==> src/rtl/flip_flop_if.sv <==
// Bus bundle for the flip_flop stage register: write enable, data in, registered data out.
// The flush line exists only when FLIP_FLOP_FLUSH_EN is defined.
interface flip_flop_if #(
    parameter int N = 32
);
    logic         we;
`ifdef FLIP_FLOP_FLUSH_EN
    logic         flush;
`endif
    logic [N-1:0] in;
    logic [N-1:0] out;

    // Handshake: no valid/ready. The register samples we (and flush) together with in
    // on every rising clk edge; out is the state register and only moves at that edge
    // or when reset asserts.
    modport master (
        output we,
`ifdef FLIP_FLOP_FLUSH_EN
        output flush,
`endif
        output in,
        input  out
    );

    modport slave (
        input  we,
`ifdef FLIP_FLOP_FLUSH_EN
        input  flush,
`endif
        input  in,
        output out
    );
endinterface

==> src/rtl/flip_flop.sv <==
// N-bit pipeline stage register with write enable and asynchronous reset to RESET_VALUE.
// Optional synchronous flush (bubble insert) enabled by defining FLIP_FLOP_FLUSH_EN.
module flip_flop #(
    parameter int           N           = 32,
    parameter logic [N-1:0] RESET_VALUE = '0
) (
    input  logic        clk,
    input  logic        reset,
    flip_flop_if.slave  bus
);
    logic [N-1:0] q;

    // Priority is reset > flush > we; with we low the stage simply holds.
    always_ff @(posedge clk or posedge reset) begin
        if (reset) begin
            q <= RESET_VALUE;
        end
`ifdef FLIP_FLOP_FLUSH_EN
        else if (bus.flush) begin
            q <= RESET_VALUE;
        end
`endif
        else if (bus.we) begin
            q <= bus.in;
        end
    end

    assign bus.out = q;
endmodule

==> src/flat_wrapper.sv <==
// flat-port wrapper written by rule: the top's interface ports become plain ports
module flip_flop_flat 
#(
    parameter int           N           = 32,
    parameter logic [N-1:0] RESET_VALUE = '0
)
  (clk, reset, bus_we, bus_in, bus_out);
  flip_flop_if #(.N(N)) bus_i ();
  input  logic clk;
  input  logic reset;
  input wire logic [$bits(bus_i.we)-1:0] bus_we;
  input wire logic [$bits(bus_i.in)-1:0] bus_in;
  output wire logic [$bits(bus_i.out)-1:0] bus_out;
  assign bus_i.we = bus_we;
  assign bus_i.in = bus_in;
  assign bus_out = bus_i.out;
  flip_flop #(.N(N), .RESET_VALUE(RESET_VALUE)) u_core (.clk(clk), .reset(reset), .bus(bus_i));
endmodule
==> config.mk <==
export PLATFORM = sky130hd
export DESIGN_NAME = flip_flop_flat
export DESIGN_NICKNAME = d
export VERILOG_FILES = /design/src/rtl/flip_flop_if.sv /design/src/rtl/flip_flop.sv /design/src/flat_wrapper.sv
export SDC_FILE = /design/constraint.sdc
export NUM_CORES = 1
export LEC_CHECK = 0
export ABC_AREA = 1
export BUFFER_PORTS_ARGS = -buffer_cell sky130_fd_sc_hd__buf_2
export CORE_MARGIN = 2
export CORE_UTILIZATION = 44
export DETAILED_ROUTE_END_ITERATION = 10
export PLACE_DENSITY = 0.78
export SLEW_MARGIN = 25
export SYNTH_ARGS = -nofsm -noshare
export SYNTH_HDL_FRONTEND = slang
export SYNTH_SLANG_ARGS = --single-unit
==> constraint.sdc <==
create_clock -name clk -period 0.85 [get_ports clk]
set_input_delay 0.0425 -clock clk [delete_from_list [all_inputs] [get_ports clk]]
set_output_delay 0.0425 -clock clk [all_outputs]
set_load 0.1 [all_outputs]
==> summary.md, run 1 <==
| Metric | Value |
|---|---|
| Outcome | `did not finish` |
| Failing step | `global routing (5_1_grt)` |
| Error | `[ERROR DPL-0038] Utilization greater than 100%, impossible to legalize` |
| Port bufs | `66` |
| Detailed Place HPWL | `2470 um` |
| Syn_nets | `172` |
| Sequential share of the synthesized area | `61.8%` |
| Worst setup endpoint GRT | `bus_out[14]` |
| Row count | `19` |
| Largest net degree at the start of global routing | `33` |
| Clock Tree Root | `clkbuf_4` |
| Die height | `58.3 um` |
| Die Width | `58.3 um` |
| Sink Count | `32` |
| Seq cells post-synth | `32` |
| Initial Util | `46.6%` |
| Mean post-synth cell area | `9.46 um2` |
| Cell Area, Synth | `1300 um2` |
| Ys Warns | `0` |
| CTS buffer count | `5` |
| Final RePlAce weighted congestion | `0.677` |
| Unique masters post-synth | `8` |
| Mapped Cells | `137` |
| Maximum buffer depth of the clock tree | `2` |
| Top Ports | `67` |
| Htree depth | `2` |
| Type of pin the worst path ends at | `primary output` |
[synthesized netlist by cell type (all sizes together)]
| library cell | count | area [um2] |
|---|---|---|
| inv | 2 | 15.0 |
| buf | 4 | 53.8 |
| dfrtp | 32 | 801 |
| nand2 | 96 | 385 |
| clkbuf | 3 | 41.3 |
[repair_timing]
action	4_1_cts
cloned	0
buffers inserted	10
hold buffers	33
endpoints found under the hold margin	64
endpoints found under the setup margin	32
gates resized for setup	1
[metrics by stage]
step	setup WS (ns)	cells	area, um2	TNS [ns]	hold WS (ns)
after detailed placement	0.107	231	2210	0	0.0744
after floorplan	-0.00295	137	1420	-0.0650	0.155
after global placement	0.161	231	2210	0	0.0681
after CTS	-0.211	281	2670	-6.23	0.0424
[logic make-up after synthesis]
group                  after synthesis  synth area share [%]
DFF                                 32                  61.8
and+or+nand+nor                     96                  29.7
buffers and inverters                9                  8.49
==> run 2, diff against run 1 <==
--- a/config.mk
+++ b/config.mk
@@ -8,9 +8,9 @@
 export ABC_AREA = 1
 export BUFFER_PORTS_ARGS = -buffer_cell sky130_fd_sc_hd__buf_2
 export CORE_MARGIN = 2
-export CORE_UTILIZATION = 44
+export CORE_UTILIZATION = 35
 export DETAILED_ROUTE_END_ITERATION = 10
-export PLACE_DENSITY = 0.78
+export PLACE_DENSITY_LB_ADDON = 0.15
 export SLEW_MARGIN = 25
 export SYNTH_ARGS = -nofsm -noshare
 export SYNTH_HDL_FRONTEND = slang
==> run 2 against run 1 <==
The flow now finishes, with violations (setup timing). Synthesized cell count unchanged. Area after synthesis unchanged.
==> summary.md, run 2 <==
| Metric | Value |
|---|---|
| Outcome | `finished with violations (was did not finish)` |
| Failing checks | `setup timing` |
| Pint | `3.22 mW` |
| Grt ovf | `0` |
| Worst slack, placed | `0.136 ns (was 0.107 ns)` |
| Syn_nets | `172 (unchanged)` |
| Setup TNS Final | `-4.35 ns` |
| Die height | `64.9 um (was 58.3 um)` |
| Unique masters post-synth | `8 (unchanged)` |
| Final #Nets | `283` |
| Seq cells post-synth | `32 (unchanged)` |
| First-pass GRT wire length | `6340 um` |
| Critical path type | `reg -> out` |
| Worst-path fanout max | `2` |
| Initial Util | `35.9% (was 46.6%)` |
| Most common cell after layout, fill and taps aside | `nand2_1` |
| Max Clk Rate | `1.00 GHz` |
| Worst Path Buf+Inv | `1` |
| Fin Clk Skew | `0 ns` |
| Initial DRT Pass Iterations | `4` |
| CP cell instances | `buf_12` |
| Row count | `22 (was 19)` |
| Critical path's slowest cell | `dfrtp_4` |
| CP max stage delay | `0.50 ns` |
| Clk slew on worst S/H paths | `0.06 ns` |
| Port bufs | `66 (unchanged)` |
| Top cell type's share of synthesized area | `61.8% (unchanged)` |
| Ys Warns | `0 (unchanged)` |
| Clock Tree Root | `clkbuf_8 (was clkbuf_4)` |
| Die Area | `4210 um2` |
| Count of final setup violators | `32` |
| P_sw | `1.99 mW` |
| Routed len/inst | `13.4 um` |
| Min-Delay Path Class | `in -> reg` |
| Mapped Cells | `137 (unchanged)` |
| Sequential share of the synthesized area | `61.8% (unchanged)` |
| Cell Area, Synth | `1300 um2 (unchanged)` |
| Number of flip-flops in the largest register | `32` |
| Sw frac | `38.2%` |
| CP Launch Type | `flop` |
| Leak | `1.33 nW` |
| Combinational fraction of design power | `40.8%` |
| Sink Count | `32 (unchanged)` |
| CP arrival | `0.95 ns` |
| Main flop type after synthesis | `dfrtp_1 (unchanged)` |
| Clock power share | `22.7%` |
| Post-route ant nets | `0` |
| Core Box Area | `3610 um2` |
| Reg2reg start | `u_core.bus.out[3]` |
| Diode count | `0` |
| Worst-Margin Slew | `0.213 ns` |
| Flop pwr share | `36.6%` |
| Pins Over Slew Limit | `0` |
| Dominant cell type by area after synthesis | `dfrtp_1 (unchanged)` |
| Most frequent cell after synthesis | `nand2_1 (unchanged)` |
| Top cells by area, synth | `dfrtp_1, nand2_1, nand2_2 (unchanged)` |
| Number of global-route vias before repair | `1315` |
| Later-pin clock latency in the skew report | `0.28 ns` |
| Detailed Place HPWL | `2280 um (was 2470 um)` |
| Die Width | `64.9 um (was 58.3 um)` |
| PD cells | `1900 nW/um2` |
| Slew HR | `85.8%` |
| DRC viols | `0` |
| Worst setup path startpoint | `u_core.bus.out[23]` |
| Critical path required time | `0.81 ns` |
| Initial antenna violation count | `0` |
| Layout area overhead | `111%` |
| Post-synth top cells | `nand2_1, dfrtp_1, nand2_2 (unchanged)` |
| Final Hold Fails | `0` |
| Mean post-synth cell area | `9.46 um2 (unchanged)` |
| Most frequent cells in the layout | `nand2_1, buf_2, dlygate4sd3_1, buf_12, dfrtp_4` |
| HP Start | `bus_we` |
| Top Ports | `67 (unchanged)` |
| Critical Path End Type | `output port` |
| Top delay family on crit path | `flip-flops` |
| Layout cells sized above 1 | `51.4%` |
| Starting DRC count in detailed routing | `36` |
| Number of synthesized flops with an enable pin | `0 (unchanged)` |
| Period minus WS final | `0.996 ns` |
| Final RePlAce weighted congestion | `0.643 (was 0.677)` |
| Worst setup margin | `-0.146 ns` |
| Peak VDD IR | `1170 uV` |
| Maximum buffer depth of the clock tree | `2 (unchanged)` |
| Via count | `1251` |
| Largest net degree at the start of global routing | `33` |
| CTS tree | `yes` |
| Max-cap check violation count | `0` |
| RSZ-0062 raised after global routing | `yes` |
| Htree depth | `2 (unchanged)` |
| Total GRT Usage | `20.3%` |
| Tcrit/Tclk final | `117%` |
| Vias per cell | `4.21` |
| CTS buffer count | `5 (unchanged)` |
| Post-synth ARST share | `100% (unchanged)` |
| Total wire length | `3970 um` |
-- run 2: kinds of logic (layout without fill, tap and decap cells) --
group,count (synthesis),after routing,synth area share (%)
simple gates,96,96,29.7
flops,32,32,61.8
buf+inv,9,121,8.49
-- run 2: metal layers --
metal,wire length [um],part of all wire [%],GRT usage [%]
met5,0,0,0
met2,2120,53,35.7
met1,1540,39,23.1
met3,250,6.3,7.29
met4,63,1.6,5.85
-- run 2: worst register-to-register path: stages, from the launching register on --
cell	delay, ns
dfrtp_4	0.49
buf_6	0.13
nand2_2	0.05
nand2_1	0.05
-- run 2: what timing repair did --
| action | 4_1_cts | 5_1_grt |
|---|---|---|
| buffers inserted | 8 | 2 |
| hold buffers | 33 | 0 |
| hold endpoints to repair | 64 | 0 |
| pin swaps | 0 | 1 |
| resized for setup | 0 | 6 |
| endpoints found under the setup margin | 32 | 37 |
-- run 2: final timing paths --
kind	slack (ns)	to	cells after the start
max reg2reg	0.02	u_core.bus.out[3]	3
min	0.18	u_core.bus.out[20]	4
min in group asynchronous	0.39	u_core.bus.out[0]	4
min reg2reg	0.55	u_core.bus.out[20]	2
max	-0.15	bus_out[23]	1
max in group asynchronous	0.26	u_core.bus.out[1]	4
-- run 2: area by class of cell --
cell class              instances  area, um2
flip-flops and latches         32        921
inverters                       2       15.0
clock buffers                   8       90.1
fillers                       240        870
well taps                      48       60.1
multi-input cells              96        388
repair buffers                111       1260
-- run 2: stage by stage --
step	power (mW)	area [um2]	utilization [%]	hold WS, ns	instances
after CTS	5.21	2710	75.1	0.185	296
final	5.21	2740	75.9	0.181	297
after global routing	5.41	2740	75.9	0.195	297
after detailed placement	3.87	2230	61.8	0.109	247
after global placement	3.83	2230	61.8	0.0953	247
after floorplan	3.10	1420	-	0.155	137
-- run 2: power groups by stage --
| stage | sequential, mW | combinational (mW) | clock [mW] |
|---|---|---|---|
| floorplan | 2.87 | 0.226 | 0 |
| global placement | 1.93 | 1.91 | 0 |
| detailed placement | 1.94 | 1.93 | 0 |
| CTS | 1.90 | 2.10 | 1.21 |
| global route | 1.92 | 2.20 | 1.29 |
| finish | 1.91 | 2.12 | 1.18 |
Note: power is estimated with default switching activity, not from simulation.
==> run 3, diff against run 2 <==
==> constraint.sdc (replaced) <==
create_clock -name clk -period 1 [get_ports clk]
set_input_delay 0.05 -clock clk [delete_from_list [all_inputs] [get_ports clk]]
set_output_delay 0.05 -clock clk [all_outputs]
set_load 0.1 [all_outputs]
==> run 3 against run 2 <==
The flow now finishes without violations. Utilization down 5.6 points. Hold slack got worse by 0.045 ns. Clock skew unchanged. Cell area shrank 7.4%. Register-to-register slack gained 0.31 ns. Critical endpoint is now bus_out[16]. Largest cell class unchanged. Highest routed layer unchanged.
==> summary.md, run 3 (synthesis gave the netlist of run 2 again) <==
| Metric | Value |
|---|---|
| Initial DRT Pass Iterations | `4 (unchanged)` |
| Slew HR | `73.6% (was 85.8%)` |
| Critical Path End Type | `output port (unchanged)` |
| Detailed Place HPWL | `2140 um (was 2280 um)` |
| Routed len/inst | `11.5 um (was 13.4 um)` |
| Row count | `22 (unchanged)` |
| CP Launch Type | `flop (unchanged)` |
| RSZ-0062 raised after global routing | `no (was yes)` |
| Sink Count | `32 (unchanged)` |
| First-pass GRT wire length | `5450 um (was 6340 um)` |
| Critical Path Stages | `1 (unchanged)` |
| Total GRT Usage | `17.3% (was 20.3%)` |
| Tcrit/Tclk final | `93.2%` |
| Critical path's slowest cell | `dfrtp_2 (was dfrtp_4)` |
| Count of final setup violators | `0 (was 32)` |
| CTS tree | `yes (unchanged)` |
| Worst-path fanout max | `2 (unchanged)` |
| Htree depth | `2 (unchanged)` |
| Die height | `64.9 um (unchanged)` |
| Maximum buffer depth of the clock tree | `2 (unchanged)` |
| Total wire length | `3290 um (was 3970 um)` |
| Port bufs | `66 (unchanged)` |
| Max Clk Rate | `1.07 GHz` |
| Top Ports | `67 (unchanged)` |
| Core Box Area | `3610 um2 (unchanged)` |
| Hold Crit Depth | `3 (was 4)` |
| Period minus WS final | `0.932 ns` |
| Top delay family on crit path | `flip-flops (unchanged)` |
| Final #Nets | `273 (was 283)` |
| Worst Path Buf+Inv | `1 (unchanged)` |
| Via count | `1196 (was 1251)` |
| Final core utilization | `70.3% (was 75.9%)` |
| Layout cells sized above 1 | `49.2% (was 51.4%)` |
| Clk slew on worst S/H paths | `0.06 ns (about the same)` |
| Final RePlAce weighted congestion | `0.596 (was 0.643)` |
| Outcome | `completed (was finished with violations)` |
| Leak | `1.26 nW (was 1.33 nW)` |
| Critical path required time | `0.95 ns (was 0.81 ns)` |
| Number of flip-flops in the largest register | `32 (unchanged)` |
| Number of global-route vias before repair | `1201 (was 1315)` |
| Initial Util | `35.9% (unchanged)` |
| Die Area | `4210 um2 (unchanged)` |
| CTS buffer count | `5 (unchanged)` |
| Critical path type | `reg -> out (unchanged)` |
| Fin Clk Skew | `0 ns (unchanged)` |
| Most frequent cells in the layout | `nand2_1, buf_2, dlygate4sd3_1 (was nand2_1, buf_2, dlygate4sd3_1, buf_12, dfrtp_4)` |
| Setup TNS Final | `0 ns (was -4.35 ns)` |
| Initial antenna violation count | `0 (unchanged)` |
| Final instance area | `2530 um2 (was 2740 um2)` |
| Pins Over Slew Limit | `0 (unchanged)` |
| CP cell instances | `buf_12 (unchanged)` |
| Worst-Margin Slew | `0.396 ns (was 0.213 ns)` |
| Vias per cell | `4.18 (was 4.21)` |
| Post-route ant nets | `0 (unchanged)` |
| Max-cap check violation count | `0 (unchanged)` |
| Clock Tree Root | `clkbuf_8 (unchanged)` |
| Reg2Reg Depth | `2 (was 3)` |
| PD cells | `1640 nW/um2 (was 1900 nW/um2)` |
| Layout area overhead | `95.6% (was 111%)` |
| Starting DRC count in detailed routing | `97 (was 36)` |
| Diode count | `0 (unchanged)` |
| Grt ovf | `0 (unchanged)` |
| Final Hold Fails | `0 (unchanged)` |
| Later-pin clock latency in the skew report | `0.27 ns (was 0.28 ns)` |
| Die Width | `64.9 um (unchanged)` |
| Most common cell after layout, fill and taps aside | `nand2_1 (unchanged)` |
| Placed Area | `2130 um2 (was 2230 um2)` |
| Peak VDD IR | `1040 uV (was 1170 uV)` |
| Min-Delay Path Class | `in -> reg (unchanged)` |
| Largest net degree at the start of global routing | `33 (unchanged)` |
| CP max stage delay | `0.43 ns (was 0.50 ns)` |
| DRC viols | `0 (unchanged)` |
| CP arrival | `0.88 ns (was 0.95 ns)` |
[run 3: cell types whose count changed in the layout (fill, tap and decap cells not counted)]
cell,before,now
buf_4,6,2
dfrtp_4,32,0
clkinv_2,0,1
buf_12,33,32
clkbuf_1,2,1
buf_6,5,0
nand2_1,85,86
nand2_2,11,10
dfrtp_2,0,32
clkbuf_8,6,5
[run 3: report_power, final]
part           total, mW  switching (mW)  internal [mW]
Sequential          1.57           0.136           1.43
Clock              0.885           0.413          0.471
Combinational       1.72            1.08          0.635
[run 3: area by class of cell]
type / count / area [um2]
Clock buffer: 6 / 72.6
Clock inverter: 1 / 5.00
Fill cell: 278 / 1070
Inverter: 2 / 15.0
Multi-Input combinational cell: 96 / 385
Sequential cell: 32 / 841
Tap cell: 48 / 60.1
Timing Repair Buffer: 101 / 1160
[run 3: worst paths after layout]
path	start	to	slack (ns)
min	bus_we	u_core.bus.out[11]	0.14
min reg2reg	u_core.bus.out[12]	u_core.bus.out[12]	0.51
min in group asynchronous	reset	u_core.bus.out[31]	0.41
max	u_core.bus.out[16]	bus_out[16]	0.07
max in group asynchronous	reset	u_core.bus.out[17]	0.28
max reg2reg	u_core.bus.out[1]	u_core.bus.out[1]	0.33
[run 3: timing repair]
item                      4_1_cts  5_1_grt
resized for setup               0        0
buffers inserted                0        0
hold endpoints to repair       64        0
hold buffers                   33        0
[run 3: per-layer routing]
metal	wire length (um)	track usage (%)	vias to the layer above	part of all wire, %
met1	1330	20.7	537	40
met5	0	0	-	0
met4	65	8.78	0	2.0
li1	-	-	608	-
met2	1630	27.7	43	50
met3	258	5.73	8	7.9
[run 3: per-stage QoR]
| stage | std cells | power [mW] | hold slack [ns] | setup WS (ns) |
|---|---|---|---|---|
| floorplan | 137 | 2.56 | 0.162 | 0.120 |
| global placement | 246 | 3.20 | 0.146 | 0.178 |
| detailed placement | 246 | 3.22 | 0.154 | 0.116 |
| CTS | 286 | 4.22 | 0.127 | 0.0566 |
| global route | 286 | 4.35 | 0.149 | 0.0410 |
| finish | 286 | 4.17 | 0.136 | 0.0682 |
==> run 4, diff against run 3 <==
--- a/config.mk
+++ b/config.mk
@@ -11,6 +11,7 @@
 export CORE_UTILIZATION = 35
 export DETAILED_ROUTE_END_ITERATION = 10
 export PLACE_DENSITY_LB_ADDON = 0.15
+export RECOVER_POWER = 100
 export SLEW_MARGIN = 25
 export SYNTH_ARGS = -nofsm -noshare
 export SYNTH_HDL_FRONTEND = slang
==> run 4 against run 3 <==
Routed wire length rose by 1.0%. Sequential cell count unchanged. Worst setup slack got worse by 0.0038 ns. Cell area fell by 9.8%.
==> summary.md, run 4 (synthesis gave the netlist of run 2 again) <==
| Metric | Value |
|---|---|
| Critical path's slowest cell | `dfrtp_2 (unchanged)` |
| Worst slack, placed | `0.116 ns (unchanged)` |
| Outcome | `completed (unchanged)` |
| CTS buffer count | `5 (unchanged)` |
| Fin Clk Skew | `0 ns (unchanged)` |
| Number of global-route vias before repair | `1201 (unchanged)` |
| Fillers | `322 (was 278)` |
| CP cell instances | `buf_8 (was buf_12)` |
| Diode count | `0 (unchanged)` |
| Port bufs | `66 (unchanged)` |
| Critical Path End Type | `output port (unchanged)` |
| Total wire length | `3320 um (was 3290 um)` |
| Layout area overhead | `76.4% (was 95.6%)` |
| Peak VDD IR | `1090 uV (was 1040 uV)` |
| Post-cts sizing count | `0 (unchanged)` |
| Top delay family on crit path | `flip-flops (unchanged)` |
| Maximum buffer depth of the clock tree | `2 (unchanged)` |
| Slew HR | `71.7% (was 73.6%)` |
| # Post-CTS Setup Buffers | `0 (unchanged)` |
| Die height | `64.9 um (unchanged)` |
| Initial antenna violation count | `0 (unchanged)` |
| Leak | `1.18 nW (was 1.26 nW)` |
| Critical path required time | `0.95 ns (about the same)` |
| Grt ovf | `0 (unchanged)` |
| Sink Count | `32 (unchanged)` |
| Later-pin clock latency in the skew report | `0.27 ns (about the same)` |
| Post-route ant nets | `0 (unchanged)` |
| Row count | `22 (unchanged)` |
| Routed len/inst | `11.6 um (was 11.5 um)` |
| Combinational fraction of design power | `38.6% (was 41.2%)` |
| CTS tree | `yes (unchanged)` |
| Worst-Margin Slew | `0.424 ns (was 0.396 ns)` |
| Most frequent cells in the layout | `nand2_1, buf_2, dlygate4sd3_1 (unchanged)` |
| Largest net degree at the start of global routing | `33 (unchanged)` |
| Top Ports | `67 (unchanged)` |
| Total GRT Usage | `17.3% (unchanged)` |
| Top sig layer | `met4 (unchanged)` |
| Final core utilization | `63.4% (was 70.3%)` |
| HP Start | `bus_we (unchanged)` |
| CP max stage delay | `0.43 ns (about the same)` |
| Met3 wire length | `258 um (unchanged)` |
| # hold bufs at CTS | `33 (unchanged)` |
| Worst Path Buf+Inv | `1 (unchanged)` |
| Most common cell after layout, fill and taps aside | `nand2_1 (unchanged)` |
| Period minus WS final | `0.936 ns (was 0.932 ns)` |
| Layout cells sized above 1 | `47.5% (was 49.2%)` |
| Sw frac | `40.5% (was 39.1%)` |
| Via count | `1180 (was 1196)` |
| Final #Nets | `273 (unchanged)` |
| Clock Tree Root | `clkbuf_8 (unchanged)` |
| Clock power share | `22.6% (was 21.2%)` |
| Reg2Reg Depth | `2 (unchanged)` |
| Detailed Place HPWL | `2140 um (unchanged)` |
| RR Endpoint | `u_core.bus.out[1] (unchanged)` |
| Min-Delay Path Class | `in -> reg (unchanged)` |
| Critical path type | `reg -> out (unchanged)` |
| Final Hold Fails | `0 (unchanged)` |
| Reg2reg start | `u_core.bus.out[1] (unchanged)` |
| Die Area | `4210 um2 (unchanged)` |
| Pint | `2.35 mW (was 2.54 mW)` |
| CP arrival | `0.89 ns (was 0.88 ns)` |
| WL met2 | `1650 um (was 1630 um)` |
| Hold Crit Depth | `3 (unchanged)` |
| Number of flip-flops in the largest register | `32 (unchanged)` |
| Tcrit/Tclk final | `93.6% (was 93.2%)` |
| Placed insts | `246 (unchanged)` |
| Final RePlAce weighted congestion | `0.596 (unchanged)` |
| Max-cap check violation count | `0 (unchanged)` |
| Wl on met1 | `1350 um (was 1330 um)` |
| Max Clk Rate | `1.07 GHz (about the same)` |
| Area occupied by multi-input gates | `375 um2 (was 385 um2)` |
| R2r setup slk | `0.34 ns (was 0.33 ns)` |
| Worst-path fanout max | `2 (unchanged)` |
| Flop pwr share | `38.8% (was 37.6%)` |
| Post-route insts no fill | `286 (unchanged)` |
| Die Width | `64.9 um (unchanged)` |
| CP Launch Type | `flop (unchanged)` |
| Vias per cell | `4.13 (was 4.18)` |
| Setup TNS Final | `0 ns (unchanged)` |
| Storage cell area | `841 um2 (unchanged)` |
| Starting DRC count in detailed routing | `92 (was 97)` |
| Worst setup margin | `0.0644 ns (was 0.0682 ns)` |
| Count of final setup violators | `0 (unchanged)` |
| P_sw | `1.60 mW (was 1.63 mW)` |
| Initial Util | `35.9% (unchanged)` |
| Htree depth | `2 (unchanged)` |
| PD cells | `1730 nW/um2 (was 1640 nW/um2)` |
| Initial DRT Pass Iterations | `4 (unchanged)` |
| RSZ-0062 raised after global routing | `no (unchanged)` |
| First-pass GRT wire length | `5450 um (unchanged)` |
| Clk slew on worst S/H paths | `0.06 ns (about the same)` |
| DRC viols | `0 (unchanged)` |
| Pins Over Slew Limit | `0 (unchanged)` |
| Core Box Area | `3610 um2 (unchanged)` |
| Worst hold endpoint | `u_core.bus.out[31] (was u_core.bus.out[11])` |
run 4: cell count changes in the layout (fill, tap and decap cells not counted):
| cell | change |
|---|---|
| buf_12 | -32 |
| buf_6 | +21 |
| buf_8 | +11 |
| nand2_1 | +4 |
| nand2_2 | -4 |
| buf_4 | -1 |
| clkbuf_4 | +1 |
run 4: power groups by stage:
stage                     registers (mW)  clock network, mW  logic, mW
after floorplan                     2.37                  0      0.194
after global placement              1.59                  0       1.61
after detailed placement            1.59                  0       1.63
after CTS                           1.57              0.924       1.72
after global routing                1.54              0.982       1.59
final                               1.53              0.893       1.52
run 4: area by class of cell:
type	instances	area share, %
repair buffers	101	40.1
inverters	2	0.657
flip-flops and latches	32	36.8
clock buffers	6	3.17
clock inverters	1	0.219
multi-input cells	96	16.4
well taps	48	2.63
run 4: metal layers:
| layer | up-vias | track usage [%] |
|---|---|---|
| li1 | 605 | - |
| met1 | 526 | 20.7 |
| met2 | 41 | 27.7 |
| met3 | 8 | 5.73 |
| met4 | 0 | 8.78 |
| met5 | - | 0 |
run 4: worst max path at each step:
| stage | startpoint | to | slack, ns | cells after the start |
|---|---|---|---|---|
| floorplan | u_core.bus.out[10] | u_core.bus.out[10] | 0.12 | 2 |
| global placement | bus_we | u_core.bus.out[1] | 0.18 | 4 |
| detailed placement | bus_we | u_core.bus.out[15] | 0.12 | 4 |
| CTS | u_core.bus.out[3] | bus_out[3] | 0.06 | 1 |
| global route | u_core.bus.out[0] | bus_out[0] | 0.04 | 1 |
| finish | u_core.bus.out[16] | bus_out[16] | 0.06 | 1 |
run 4: through the flow:
step           cell area, um2  total power [mW]  hold slack [ns]
2_1_floorplan            1340              2.56            0.162
3_3_place_gp             2130              3.20            0.146
3_5_place_dp             2130              3.22            0.154
4_1_cts                  2530              4.22            0.127
5_1_grt                  2290              4.11            0.149
6_report                 2290              3.95            0.135
